--- src/rtl/mouse_click_ctrl.sv ---
// Mouse-to-game command controller: edge-detects clicks, hit-tests buttons, issues one command per click.
// Optional right-click CANCEL path enabled by defining MOUSE_RIGHT_CANCEL_EN.
module mouse_click_ctrl #(
    parameter int HIT_X0         = 100,
    parameter int HIT_X1         = 227,
    parameter int STAND_X0       = 300,
    parameter int STAND_X1       = 427,
    parameter int DEAL_X0        = 500,
    parameter int DEAL_X1        = 627,
    parameter int BTN_Y0         = 680,
    parameter int BTN_Y1         = 727,
    parameter int LOCKOUT_CYCLES = 650000
) (
    input  logic        clk,
    input  logic        rst,
    input  logic [11:0] xpos,
    input  logic [11:0] ypos,
    input  logic        left,
    input  logic        right,
    input  logic        enable,
    output logic        cmd_valid,
    input  logic        cmd_ready,
    output logic [1:0]  cmd,
    output logic        busy
);

    localparam int CW = $clog2(LOCKOUT_CYCLES + 1);
    localparam logic [CW-1:0] LOCK_LOAD = CW'(LOCKOUT_CYCLES - 1);

    localparam logic [11:0] HX0 = 12'(HIT_X0);
    localparam logic [11:0] HX1 = 12'(HIT_X1);
    localparam logic [11:0] SX0 = 12'(STAND_X0);
    localparam logic [11:0] SX1 = 12'(STAND_X1);
    localparam logic [11:0] DX0 = 12'(DEAL_X0);
    localparam logic [11:0] DX1 = 12'(DEAL_X1);
    localparam logic [11:0] BY0 = 12'(BTN_Y0);
    localparam logic [11:0] BY1 = 12'(BTN_Y1);

    typedef enum logic [1:0] {
        IDLE,
        REQ,
        WAIT_REL,
        LOCKOUT
    } state_t;

    state_t        state;
    logic [CW-1:0] cnt;

    logic [11:0] x_q;
    logic [11:0] y_q;
    logic        left_q;
    logic        left_qq;
    logic        press_l;

    logic        in_y;
    logic        hit_h;
    logic        hit_s;
    logic        hit_d;
    logic        hit_any;
    logic [1:0]  hit_cmd;
    logic        rel_lvl;

    function automatic logic in_range(
        input logic [11:0] v,
        input logic [11:0] lo,
        input logic [11:0] hi
    );
        return (v >= lo) && (v <= hi);
    endfunction

    always_ff @(posedge clk) begin
        if (rst) begin
            x_q     <= '0;
            y_q     <= '0;
            left_q  <= 1'b0;
            left_qq <= 1'b0;
        end else begin
            x_q     <= xpos;
            y_q     <= ypos;
            left_q  <= left;
            left_qq <= left_q;
        end
    end

    assign press_l = left_q & ~left_qq;

`ifdef MOUSE_RIGHT_CANCEL_EN
    logic right_q;
    logic right_qq;
    logic press_r;
    logic trig_r;

    always_ff @(posedge clk) begin
        if (rst) begin
            right_q  <= 1'b0;
            right_qq <= 1'b0;
        end else begin
            right_q  <= right;
            right_qq <= right_q;
        end
    end

    assign press_r = right_q & ~right_qq;
    assign rel_lvl = trig_r ? right_q : left_q;
`else
    logic unused_right;
    assign unused_right = right;
    assign rel_lvl      = left_q;
`endif

    assign in_y    = in_range(y_q, BY0, BY1);
    assign hit_h   = in_y && in_range(x_q, HX0, HX1);
    assign hit_s   = in_y && in_range(x_q, SX0, SX1);
    assign hit_d   = in_y && in_range(x_q, DX0, DX1);
    assign hit_any = hit_h | hit_s | hit_d;

    // Overlapping rectangles resolve HIT first, then STAND, then DEAL.
    always_comb begin
        hit_cmd = 2'd2;
        if (hit_h)
            hit_cmd = 2'd0;
        else if (hit_s)
            hit_cmd = 2'd1;
    end

    always_ff @(posedge clk) begin
        if (rst) begin
            state     <= IDLE;
            cmd_valid <= 1'b0;
            cmd       <= 2'd0;
            busy      <= 1'b0;
            cnt       <= '0;
`ifdef MOUSE_RIGHT_CANCEL_EN
            trig_r    <= 1'b0;
`endif
        end else begin
            unique case (state)
                IDLE: begin
                    if (press_l && enable && hit_any) begin
                        cmd       <= hit_cmd;
                        cmd_valid <= 1'b1;
                        busy      <= 1'b1;
                        state     <= REQ;
`ifdef MOUSE_RIGHT_CANCEL_EN
                        trig_r    <= 1'b0;
                    end else if (press_r && enable) begin
                        cmd       <= 2'd3;
                        cmd_valid <= 1'b1;
                        busy      <= 1'b1;
                        state     <= REQ;
                        trig_r    <= 1'b1;
`endif
                    end
                end
                // The request stays up regardless of enable or button level.
                REQ: begin
                    if (cmd_ready) begin
                        cmd_valid <= 1'b0;
                        state     <= WAIT_REL;
                    end
                end
                WAIT_REL: begin
                    if (!rel_lvl) begin
                        cnt   <= LOCK_LOAD;
                        state <= LOCKOUT;
                    end
                end
                LOCKOUT: begin
                    if (cnt == '0) begin
                        busy  <= 1'b0;
                        state <= IDLE;
                    end else begin
                        cnt <= cnt - CW'(1);
                    end
                end
                default: begin
                    state <= IDLE;
                end
            endcase
        end
    end

endmodule

--- config.mk ---
export PLATFORM = sky130hd
export DESIGN_NAME = mouse_click_ctrl
export DESIGN_NICKNAME = d
export VERILOG_FILES = /design/src/rtl/mouse_click_ctrl.sv
export SDC_FILE = /design/constraint.sdc
export NUM_CORES = 1
export LEC_CHECK = 0
export BUFFER_PORTS_ARGS = -buffer_cell sky130_fd_sc_hd__buf_2
export CAP_MARGIN = 20
export CORE_MARGIN = 8
export CORE_UTILIZATION = 59
export CTS_BUF_LIST = sky130_fd_sc_hd__clkbuf_8 sky130_fd_sc_hd__clkbuf_16
export DETAILED_ROUTE_END_ITERATION = 12
export PLACE_DENSITY_LB_ADDON = 0.25
export SKIP_CTS_REPAIR_TIMING = 1
export SYNTH_ARGS = -nofsm -noshare
export SYNTH_HDL_FRONTEND = slang
export SYNTH_SLANG_ARGS = --single-unit
--- constraint.sdc ---
create_clock -name clk -period 3.6 [get_ports clk]
set_clock_uncertainty 0.15 [all_clocks]
set_input_delay 0.36 -clock clk [delete_from_list [all_inputs] [get_ports clk]]
set_output_delay 0.36 -clock clk [all_outputs]
set_load 0.01 [all_outputs]
==> results by group <==
Logic synthesis
  – Gate Count Post-Synth: 219
  – Synth top area share: 0.441
  – Mapped cell area: 2130 sq um
  – Biggest area consumer among synthesized cells: dfxtp_1
  – Synth Flop Type: dfxtp_1
  – Syn avg cell area: 9.74 sq um
  – Count of state elements after synthesis: 47
  – Sequential fraction of the synthesis area: 0.441
  – Synth unique cells: 50
  – Top post-synthesis cells by area: dfxtp_1, nor2b_1, xor2_1
  – Synth Warn #: 0
  – Post-synth EDFFs: 0
  – Syn nets: 254
  – Async SR Flop Fraction: 0

Timing
  – Max Clk Rate: 409 MHz
  – Final Cycle Share: 0.679
  – Final count of pins violating max slew: 0
  – Unrepaired setup endpoints after global routing: false
  – Relative slew margins: 0.466
  – Final Hold Viols: 0
  – Final min period: 2.44 ns
  – Final setup fails: 0
  – Setup tns final: 0 ns
  – Slew @ Worst Pin: 0.793 ns

Route
  – # DRC: 0
  – Post-Route WL: 3710 um
  – DRT antenna net count: 0
  – Detailed Routing Iterations Pass 1: 4
  – Wirelength per Cell: 12.5 um
  – Vias per std cell: 5.29
  – Iter 0 DRT Violations: 76
  – Via count: 1566

GRT
  – First-pass GRT wire length: 6510 um
  – Gr ovfl total: 0
  – Initial antenna violation count: 0
  – All-Layer GR Usage: 0.134
  – Vias in the first global route: 1491
  – Largest net degree at the start of global routing: 39

Placed design
  – Placer Congestion: 0.817
  – Port bufs: 27
  – Detailed Place HPWL: 2570 um
  – Number of placed instances, taps included: 288
  – Placement Cell Area: 2300 sq um

CTS
  – CTS clock-pin slew for the worst setup and hold paths: 0.10 ns
  – H-tree levels: 2
  – # clock sinks: 47
  – Root buf cell: clkbuf_8
  – TritonCTS clock tree: yes
  – Skew-Pair Late Insertion Delay: 0.31 ns
  – Total CTS buffers: 5
  – Maximum root-to-sink buffer count: 2

Run
  – Max Cap Viol: 0

Layout
  – Area of the multi-input gates: 1140 sq um
  – Layout cells sized above 1: 0.194
  – Fin area: 2400 sq um
  – Seq. cell area: 941 sq um
  – Finished Layout Cells: 296
  – Nets: 282
  – Area delta synth->final: 12.6%
  – # diodes: 0
  – Fill cells: 300

Floorplan
  – Row count: 22
  – Total die area: 5790 sq um
  – Initial core utilization: 0.596
  – Top Ports: 34
  – Core Box Area: 3580 sq um
  – Width of the die: 76.1 um
  – Die H: 76.1 um

Critical path
  – Crit Path Class: reg -> reg
  – Critical Path Source Type: flip-flop
  – Worst EP arrival: 2.53 ns
  – Critical path cell sequence: o311ai_0 -> mux2i_1 -> nor4b_2 -> a31oi_2 -> or3b_1 -> a21oi_1
  – Critical Path RT: 3.69 ns
  – Crit Path Max Fanout: 5
  – CP Capture Type: flip-flop
  – Max incr delay on CP: 0.56 ns
  – Crit-path slowest cell: o311ai_0

Power
  – Leakage: 0.000951 uW
  – Peak VDD IR: 0.316 mV
  – PwrDens: 388 nW/um^2

Worst hold path
  – Min-Delay Path Class: in -> reg

Status
  – Status: finished, final reports clean
[placed cells by master (no fill, tap or decap), drive strengths merged, types with 2 or more instances in the layout]
master	instances
xnor2	3
nand2b	4
clkbuf	5
a21oi	14
or3	2
nor2b	24
nand2	14
nand3	6
ha	5
buf	27
and3	2
mux2i	3
xor2	15
nor4b	2
inv	10
nand3b	4
nand4b	3
o21ai	4
a31oi	2
or3b	3
nor3	7
nor4	5
dfxtp	47
and3b	2
o2bb2ai	2
nor2	13
a211oi	2
[report_power, final]
part | total, uW | internal (uW) | leakage [uW] | switching (uW)
logic | 45.6 | 24.3 | 0.000516 | 21.3
clock network | 345 | 147 | 0.0000511 | 199
registers | 540 | 532 | 0.000384 | 7.60
total | 931 | 703 | 0.000951 | 228
[synth_stat cells, drive strengths merged (3+ instances only)]
cell type / instances
dfxtp: 47
nor2b: 24
xor2: 15
a21oi: 14
nand2: 14
nor2: 13
inv: 7
nor3: 7
nand3: 6
clkbuf: 5
ha: 5
nor4: 5
nand2b: 4
nand3b: 4
o21ai: 4
mux2i: 3
nand4b: 3
or3b: 3
xnor2: 3
[cell families (layout without fill, tap and decap cells)]
kind of cell    count (synthesis)  after routing  share of synthesized area
flops                          47             47                      0.441
simple gates                   97             97                      0.288
xor+xnor                       18             18                     0.0739
compound gates                 35             35                      0.124
fa+ha+maj                       5              5                     0.0293
buf+inv                        13             42                     0.0235
mux                             4              4                     0.0194
[metal layers]
layer,global-route usage,routed length (um),up-vias
met4,0.0519,61,0
met1,0.158,1830,713
met3,0.0460,154,7
met2,0.217,1660,26
li1,-,-,820
met5,0,0,-
[worst paths after layout]
kind | from | endpoint | slack (ns) | cells past startpoint
max | x_q[4]$_SDFF_PP0_ | state[1]$_SDFFE_PP0P_ | 1.16 | 6
min | xpos[4] | x_q[4]$_SDFF_PP0_ | 0.10 | 2
max reg2reg | x_q[4]$_SDFF_PP0_ | state[1]$_SDFFE_PP0P_ | 1.16 | 6
min reg2reg | cmd[0]$_SDFFE_PP0P_ | cmd[0]$_SDFFE_PP0P_ | 0.32 | 2
[worst max-delay path: cells and delay by family (launching register included)]
| family | cells | cell delay, ns |
|---|---|---|
| compound gates | 3 | 0.89 |
| flops | 1 | 0.33 |
| mux | 1 | 0.23 |
| simple gates | 2 | 0.78 |
[metrics by stage]
stage | setup slack (ns) | hold slack, ns | power [uW] | util
CTS | 1.17 | 0.0949 | 942 | 0.671
floorplan | 1.51 | 0.282 | 580 | -
global route | 0.875 | 0.102 | 969 | 0.671
detailed placement | 1.20 | 0.306 | 598 | 0.644
finish | 1.16 | 0.103 | 931 | 0.671
global placement | 1.24 | 0.286 | 596 | 0.644
[flip-flops by register name, indices dropped and copies added, names as in the netlist]
register	cells
x_q	10
cmd	2
busy	1
state	2
left_qq	1
cnt	20
cmd_valid	1
left_q	1
y_q	9
[final cells by class]
type	count	area share
multi-input combinational	159	0.475
clock inverter	3	0.0120
tap	48	0.0250
sequential	47	0.392
timing repair buffer	27	0.0563
clock buffer	5	0.0287
inverter	7	0.0109
(Power assumes the default switching activity.)
